**src/rtl/bcd_pkg.sv**
```systemverilog
// Shared definitions for the BCD display arbiter: FSM encoding, digit
// geometry and the double-dabble add-3 correction helper.
package bcd_pkg;

  typedef enum logic [1:0] {
    ST_IDLE  = 2'd0,
    ST_SHIFT = 2'd1,
    ST_DONE  = 2'd2
  } state_t;

  localparam int         DIGIT_W     = 4;
  localparam logic [3:0] ADD3_THRESH = 4'd5;

  // Pre-shift correction: a digit that would reach 10+ after doubling gets +3.
  function automatic logic [3:0] add3(input logic [3:0] d);
    logic [3:0] r;
    if (d >= ADD3_THRESH) begin
      r = d + 4'd3;
    end else begin
      r = d;
    end
    return r;
  endfunction

endpackage

```
**src/rtl/bcd_dd_step.sv**
```systemverilog
// One double-dabble iteration: add-3 correction on every digit, then shift the
// accumulator left by one bit, inserting the next binary bit at the bottom.
// The bit leaving the top digit is reported so the caller can flag overflow.
module bcd_dd_step
  import bcd_pkg::*;
#(
  parameter int DIGITS = 4
) (
  input  logic [DIGIT_W*DIGITS-1:0] accum_in,
  input  logic                      bit_in,
  output logic [DIGIT_W*DIGITS-1:0] accum_out,
  output logic                      carry_out
);

  logic [DIGIT_W*DIGITS-1:0] adj_s;

  // Correct each digit, then shift the whole accumulator by one bit.
  always_comb begin
    adj_s = '0;
    for (int k = 0; k < DIGITS; k++) begin
      adj_s[k*DIGIT_W +: DIGIT_W] = add3(accum_in[k*DIGIT_W +: DIGIT_W]);
    end
    accum_out = {adj_s[DIGIT_W*DIGITS-2:0], bit_in};
    carry_out = adj_s[DIGIT_W*DIGITS-1];
  end

endmodule

```
**src/rtl/bcd_display_arbiter.sv**
```systemverilog
// Round-robin arbiter sharing one sequential binary-to-BCD converter between
// N_REQ sources. A granted value is captured, converted one bit per clock,
// and published with sign, overflow and source id behind a one-cycle valid.
module bcd_display_arbiter
  import bcd_pkg::*;
#(
  parameter  int N_REQ  = 2,
  parameter  int WIDTH  = 32,
  parameter  int DIGITS = 4,
  localparam int SRC_W  = (N_REQ > 1) ? $clog2(N_REQ) : 1
) (
  input  logic                     clk,
  input  logic                     rst_n,
  input  logic [N_REQ-1:0]         req,
  input  logic [N_REQ*WIDTH-1:0]   val,
  output logic [N_REQ-1:0]         ack,
  output logic                     busy,
  output logic                     valid,
  output logic [DIGIT_W*DIGITS-1:0] digits,
  output logic                     neg,
  output logic                     ovf,
  output logic [SRC_W-1:0]         src
);

  localparam int                CNT_W     = $clog2(WIDTH);
  localparam logic [N_REQ-1:0]  ACK_ONE   = {{(N_REQ-1){1'b0}}, 1'b1};
  localparam logic [WIDTH-1:0]  VAL_ONE   = {{(WIDTH-1){1'b0}}, 1'b1};
  localparam logic [SRC_W-1:0]  RR_RESET  = SRC_W'(N_REQ - 1);
  localparam logic [CNT_W-1:0]  CNT_LOAD  = CNT_W'(WIDTH - 1);
  localparam logic [CNT_W-1:0]  CNT_ONE   = CNT_W'(1);

  state_t                    state_r;
  state_t                    state_s;
  logic [SRC_W-1:0]          rr_r;
  logic                      grant_found_s;
  logic [SRC_W-1:0]          grant_idx_s;
  logic [WIDTH-1:0]          cap_val_s;
  logic [WIDTH-1:0]          mag_r;
  logic [DIGIT_W*DIGITS-1:0] accum_r;
  logic                      ovf_acc_r;
  logic                      neg_cap_r;
  logic [SRC_W-1:0]          src_cap_r;
  logic [CNT_W-1:0]          cnt_r;
  logic [DIGIT_W*DIGITS-1:0] step_accum_s;
  logic                      step_carry_s;
  logic [N_REQ-1:0]          ack_r;
  logic                      busy_r;
  logic                      valid_r;
  logic [DIGIT_W*DIGITS-1:0] digits_r;
  logic                      neg_r;
  logic                      ovf_r;
  logic [SRC_W-1:0]          src_r;

  assign ack    = ack_r;
  assign busy   = busy_r;
  assign valid  = valid_r;
  assign digits = digits_r;
  assign neg    = neg_r;
  assign ovf    = ovf_r;
  assign src    = src_r;

  bcd_dd_step #(
    .DIGITS (DIGITS)
  ) u_step (
    .accum_in  (accum_r),
    .bit_in    (mag_r[WIDTH-1]),
    .accum_out (step_accum_s),
    .carry_out (step_carry_s)
  );

  // Round-robin search: first asserted request after the last granted index.
  always_comb begin : arb_comb
    int               cand;
    logic [SRC_W-1:0] idx;
    grant_found_s = 1'b0;
    grant_idx_s   = '0;
    cand          = 0;
    idx           = '0;
    for (int off = 1; off <= N_REQ; off++) begin
      cand = (int'(rr_r) + off) % N_REQ;
      idx  = SRC_W'(cand);
      if (!grant_found_s && req[idx]) begin
        grant_found_s = 1'b1;
        grant_idx_s   = idx;
      end else begin
        grant_found_s = grant_found_s;
      end
    end
    cap_val_s = val[int'(grant_idx_s)*WIDTH +: WIDTH];
  end

  // FSM state register.
  always_ff @(posedge clk or negedge rst_n) begin
    if (!rst_n) begin
      state_r <= ST_IDLE;
    end else begin
      state_r <= state_s;
    end
  end

  // FSM next-state: capture on a grant, shift WIDTH times, publish once.
  always_comb begin
    state_s = state_r;
    case (state_r)
      ST_IDLE: begin
        if (grant_found_s) begin
          state_s = ST_SHIFT;
        end else begin
          state_s = ST_IDLE;
        end
      end
      ST_SHIFT: begin
        if (cnt_r == '0) begin
          state_s = ST_DONE;
        end else begin
          state_s = ST_SHIFT;
        end
      end
      ST_DONE: state_s = ST_IDLE;
      default: state_s = ST_IDLE;
    endcase
  end

  // Datapath: capture, iterate the converter, and register the published result.
  always_ff @(posedge clk or negedge rst_n) begin
    if (!rst_n) begin
      rr_r      <= RR_RESET;
      mag_r     <= '0;
      accum_r   <= '0;
      ovf_acc_r <= 1'b0;
      neg_cap_r <= 1'b0;
      src_cap_r <= '0;
      cnt_r     <= '0;
      ack_r     <= '0;
      busy_r    <= 1'b0;
      valid_r   <= 1'b0;
      digits_r  <= '0;
      neg_r     <= 1'b0;
      ovf_r     <= 1'b0;
      src_r     <= '0;
    end else begin
      ack_r   <= '0;
      valid_r <= 1'b0;
      case (state_r)
        ST_IDLE: begin
          if (grant_found_s) begin
            neg_cap_r <= cap_val_s[WIDTH-1];
            // Unsigned magnitude: the most negative value maps to 2^(WIDTH-1).
            mag_r     <= cap_val_s[WIDTH-1] ? (~cap_val_s + VAL_ONE) : cap_val_s;
            accum_r   <= '0;
            ovf_acc_r <= 1'b0;
            cnt_r     <= CNT_LOAD;
            src_cap_r <= grant_idx_s;
            rr_r      <= grant_idx_s;
            ack_r     <= ACK_ONE << grant_idx_s;
            busy_r    <= 1'b1;
          end else begin
            busy_r    <= 1'b0;
          end
        end
        ST_SHIFT: begin
          accum_r   <= step_accum_s;
          mag_r     <= {mag_r[WIDTH-2:0], 1'b0};
          ovf_acc_r <= ovf_acc_r | step_carry_s;
          cnt_r     <= cnt_r - CNT_ONE;
        end
        ST_DONE: begin
          digits_r <= accum_r;
          neg_r    <= neg_cap_r;
          ovf_r    <= ovf_acc_r;
          src_r    <= src_cap_r;
          valid_r  <= 1'b1;
          busy_r   <= 1'b0;
        end
        default: begin
          busy_r <= 1'b0;
        end
      endcase
    end
  end

endmodule
```
**config.mk**
```make
export PLATFORM = sky130hd
export DESIGN_NAME = bcd_display_arbiter
export DESIGN_NICKNAME = d
export VERILOG_FILES = /design/src/rtl/bcd_pkg.sv /design/src/rtl/bcd_dd_step.sv /design/src/rtl/bcd_display_arbiter.sv
export SDC_FILE = /design/constraint.sdc
export NUM_CORES = 1
export LEC_CHECK = 0
export CORE_ASPECT_RATIO = 0.75
export CORE_MARGIN = 2
export CORE_UTILIZATION = 53
export CTS_CLUSTER_SIZE = 25
export DETAILED_ROUTE_END_ITERATION = 7
export GPL_TIMING_DRIVEN = 0
export PLACE_DENSITY = 0.86
export SLEW_MARGIN = 20
export SYNTH_ARGS = -nofsm -noshare
export SYNTH_HDL_FRONTEND = slang
export SYNTH_SLANG_ARGS = --single-unit
export TNS_END_PERCENT = 30
```
**constraint.sdc**
```tcl
create_clock -name clk -period 3.1 [get_ports clk]
set_input_delay 0.93 -clock clk [delete_from_list [all_inputs] [get_ports clk]]
set_output_delay 0.93 -clock clk [all_outputs]
set_load 0.005 [all_outputs]
```
==> metrics.md <==
| Metric | Value |
|---|---|
| # hold bufs at CTS | `0` |
| FF+latch count, synth | `82` |
| Post-route DRC | `0` |
| Antenna viol nets, final | `0` |
| Worst skew pair latency | `around 0.34 ns` |
| Crit path required time | `3.38 ns` |
| Post-Layout Cell Count | `~770` |
| R2R depth | `11` |
| Initial antenna violation count | `0` |
| Relative slew margins | `between 50% and 60%` |
| Setup_tns | `0 ns` |
| Clock Tree Buf Depth | `2` |
| DP HPWL | `10900 um` |
| Syn_area_per_cell | `between 9 and 10 um^2` |
| Grt ovf | `0` |
| CP Data Arrival Time | `between 3 and 4 ns` |
| Worst-margin pin slew | `a little under 0.7 ns` |
| Leak pwr | `2.83 nW` |
| Row cnt | `30` |
| Crit path kind | `in2reg` |
| Largest net degree at the start of global routing | `55` |
| Worst Setup End Kind | `flip-flop` |
| Crit start category | `input port` |
| Area grow syn2layout | `30.1%` |
| Maximum vdd drop | `approximately 0.44 mV` |
| Status | `finished, final reports clean` |
| Fill cells | `677` |
| Final Util | `around 71%` |
| Seq/Total Area, Yosys | `around two fifths` |
| Minimum clock period | `about 3.0 ns` |
| Number of enable flip-flop cells after synthesis | `0` |
| Most instantiated library cell after synthesis | `dfrtp_1` |
| Number of global-route vias before repair | `around 5000` |
| Max frequency | `roughly 340 MHz` |
| CTS Root Buffer Type | `clkbuf_16` |
| Most common library cells after synthesis | `81 x dfrtp_1, 54 x o21ai_0, 39 x a21oi_1` |
| Final Hold Viols | `0` |
| Layout cells sized above 1 | `under 10%` |
| Number of diodes | `0` |
| Starting Density | `a little over half` |
| Port Buffers | `90` |
| RSZ-0062 raised after global routing | `no` |
| DR pass1 iterations | `4` |
| Largest area contributor in the netlist | `dfrtp_1` |
| Clock buffer count from CTS | `9` |
| Layout Skew | `between 0.007 and 0.008 ns` |
| Inst Count DP | `between 700 and 800` |
| Reg clk slew, reported paths | `around 0.060 ns` |
| Ports | `91` |
| FFs w/ async S/R, synth | `100%` |
| Mapped Cells | `around 530` |
| Max-Cap Viols | `0` |
| Hold Slack | `~0.48 ns` |
| Sink Count | `82` |
| Fin. max-slew vios | `0` |
| CTS HTree Levels | `3` |
| Fin crit share | `a little over nine tenths` |
| Synthesized cell area | `between 5000 and 6000 um^2` |
| Share of the synthesized area in the top cell type | `~40%` |
| First-pass GRT wire length | `23600 um` |
| Placeable Area | `between 9000 and 10000 um^2` |
| Final Wtd Congestion | `roughly 1.0` |
| Net Count, Synth | `roughly 610` |
| Final setup fails | `0` |
| Hold Path Class | `reg2reg` |
| Routed WL per cell | `about 19 um` |
| Warnings, synthesis | `0` |
| Net count reported at finish | `714` |
| Distinct cells, synth | `57` |
| Top post-synthesis cells by area | `dfrtp_1 41%, mux2i_1 6.0%, xor2_1 5.4%, o21ai_0 5.4%, a21oi_1 3.9%` |
| Drt total wl | `14800 um` |
| CTS tree | `built` |
| Die area | `roughly 10000 um^2` |
| Initial DRC count | `~470` |
| DIE WIDTH | `roughly 120 um` |
| Vias | `between 4000 and 5000` |
| Die height | `~90 um` |
| Total power | `5.05 mW` |
| Pwr Density | `775 nW/um^2` |
| Critical path peak fanout | `10` |
| Main flop type after synthesis | `dfrtp_1` |
| Vias per cell | `6.35` |
| Hold-critical path depth | `1` |
| Total track usage | `between 20 and 30%` |
## cell type report
type / instances / area, um^2 / share of cell area, %
clock inverter: 4 / 50.0 / 0.769
multi-input combinational: 400 / 2790 / 42.8
timing repair buffer: 97 / 981 / 15.1
buffer: 34 / 178 / 2.73
clock buffer: 12 / 256 / 3.94
sequential: 82 / 2050 / 31.5
inverter: 12 / 45.0 / 0.692
tap: 128 / 160 / 2.46
## kinds of logic after synthesis
logic type	Yosys count	synth area share, %
AOI/OAI and AO/OA	167	21.1
and+or+nand+nor	144	16.2
DFF	82	41.0
buffers and inverters	47	3.90
muxes	43	8.98
xor gates and xnor gates	36	6.30
adders and majority gates	10	2.50
## where the power goes
| part | total (mW) | internal, mW | switching [mW] |
|---|---|---|---|
| logic | 2.20 | 0.892 | 1.30 |
| clock network | 1.09 | 0.666 | 0.422 |
| registers | 1.76 | 1.48 | 0.288 |
| total | 5.05 | 3.03 | 2.01 |
## final timing paths
| check | to | from | slack, ns |
|---|---|---|---|
| max | mag_r[28]$_DFFE_PN0P_ | req[1] | 0.12 |
| min | src_cap_r$_DFFE_PN0P_ | src_cap_r$_DFFE_PN0P_ | 0.48 |
| max reg2reg | mag_r[28]$_DFFE_PN0P_ | rr_r$_DFFE_PN1P_ | 0.48 |
| min in group asynchronous | src_cap_r$_DFFE_PN0P_ | rst_n | 0.52 |
| max in group asynchronous | digits[15]$_DFFE_PN0P_ | rst_n | 1.97 |
| min reg2reg | src_cap_r$_DFFE_PN0P_ | src_cap_r$_DFFE_PN0P_ | 0.48 |
## registers in the layout (all words and copies together), names as in the netlist, 2 cells and up
name / flops
digits: 16
accum_r: 16
cnt_r: 5
mag_r: 32
state_r: 2
ack: 2
## cells in the final DEF (no fill, tap or decap), drive strengths merged, types with 3 or more instances in the layout
| master | count |
|---|---|
| o32ai | 4 |
| a22oi | 13 |
| o31ai | 13 |
| ha | 10 |
| a32o | 4 |
| nor2 | 21 |
| inv | 12 |
| xnor2 | 5 |
| a21o | 3 |
| a41oi | 4 |
| nand3 | 13 |
| dfrtp | 81 |
| clkdlybuf4s50 | 87 |
| mux2i | 31 |
| nand2 | 34 |
| or3 | 11 |
| a31oi | 10 |
| nor4b | 4 |
| nand2b | 7 |
| mux2 | 12 |
| nor3 | 10 |
| nor4 | 6 |
| buf | 17 |
| clkbuf | 37 |
| o22ai | 3 |
| o21ai | 62 |
| or4 | 10 |
| a21oi | 39 |
| and3 | 16 |
| o41ai | 3 |
| xor2 | 31 |
## worst max-delay path, cell delays in order
cell and delay (ns):
dlygate4sd2_1 0.27, a21bo_1 0.21, buf_6 0.14, buf_8 0.15, buf_12 0.15, mux2i_4 0.23, ha_2 0.20, o21a_1 0.15
buf_4 0.14, nand2_2 0.05, or4_1 0.52, nand3_1 0.10
## metal layers
metal	track usage [%]	wire, um	vias up
li1	-	-	2173
met1	40.9	6330	2382
met2	47.2	6950	295
met3	6.85	1250	33
met4	10.9	257	0
met5	0	0	-
## repair_timing
action                                  in CTS  in global routing
cloned                                       0                  0
pin swaps                                    0                  1
gates resized for setup                     16                  1
setup buffers                                5                  1
endpoints found under the setup margin      27                  7
## stage by stage
stage | instance area [um^2] | worst slack (ns)
4_1_cts | 6480 | 0.0594
6_report | 6510 | 0.121
2_1_floorplan | 5000 | 0.125
3_3_place_gp | 6070 | -1.68
5_1_grt | 6510 | 0.0390
3_5_place_dp | 6090 | -1.04
Power figures use the tool's default switching activity.
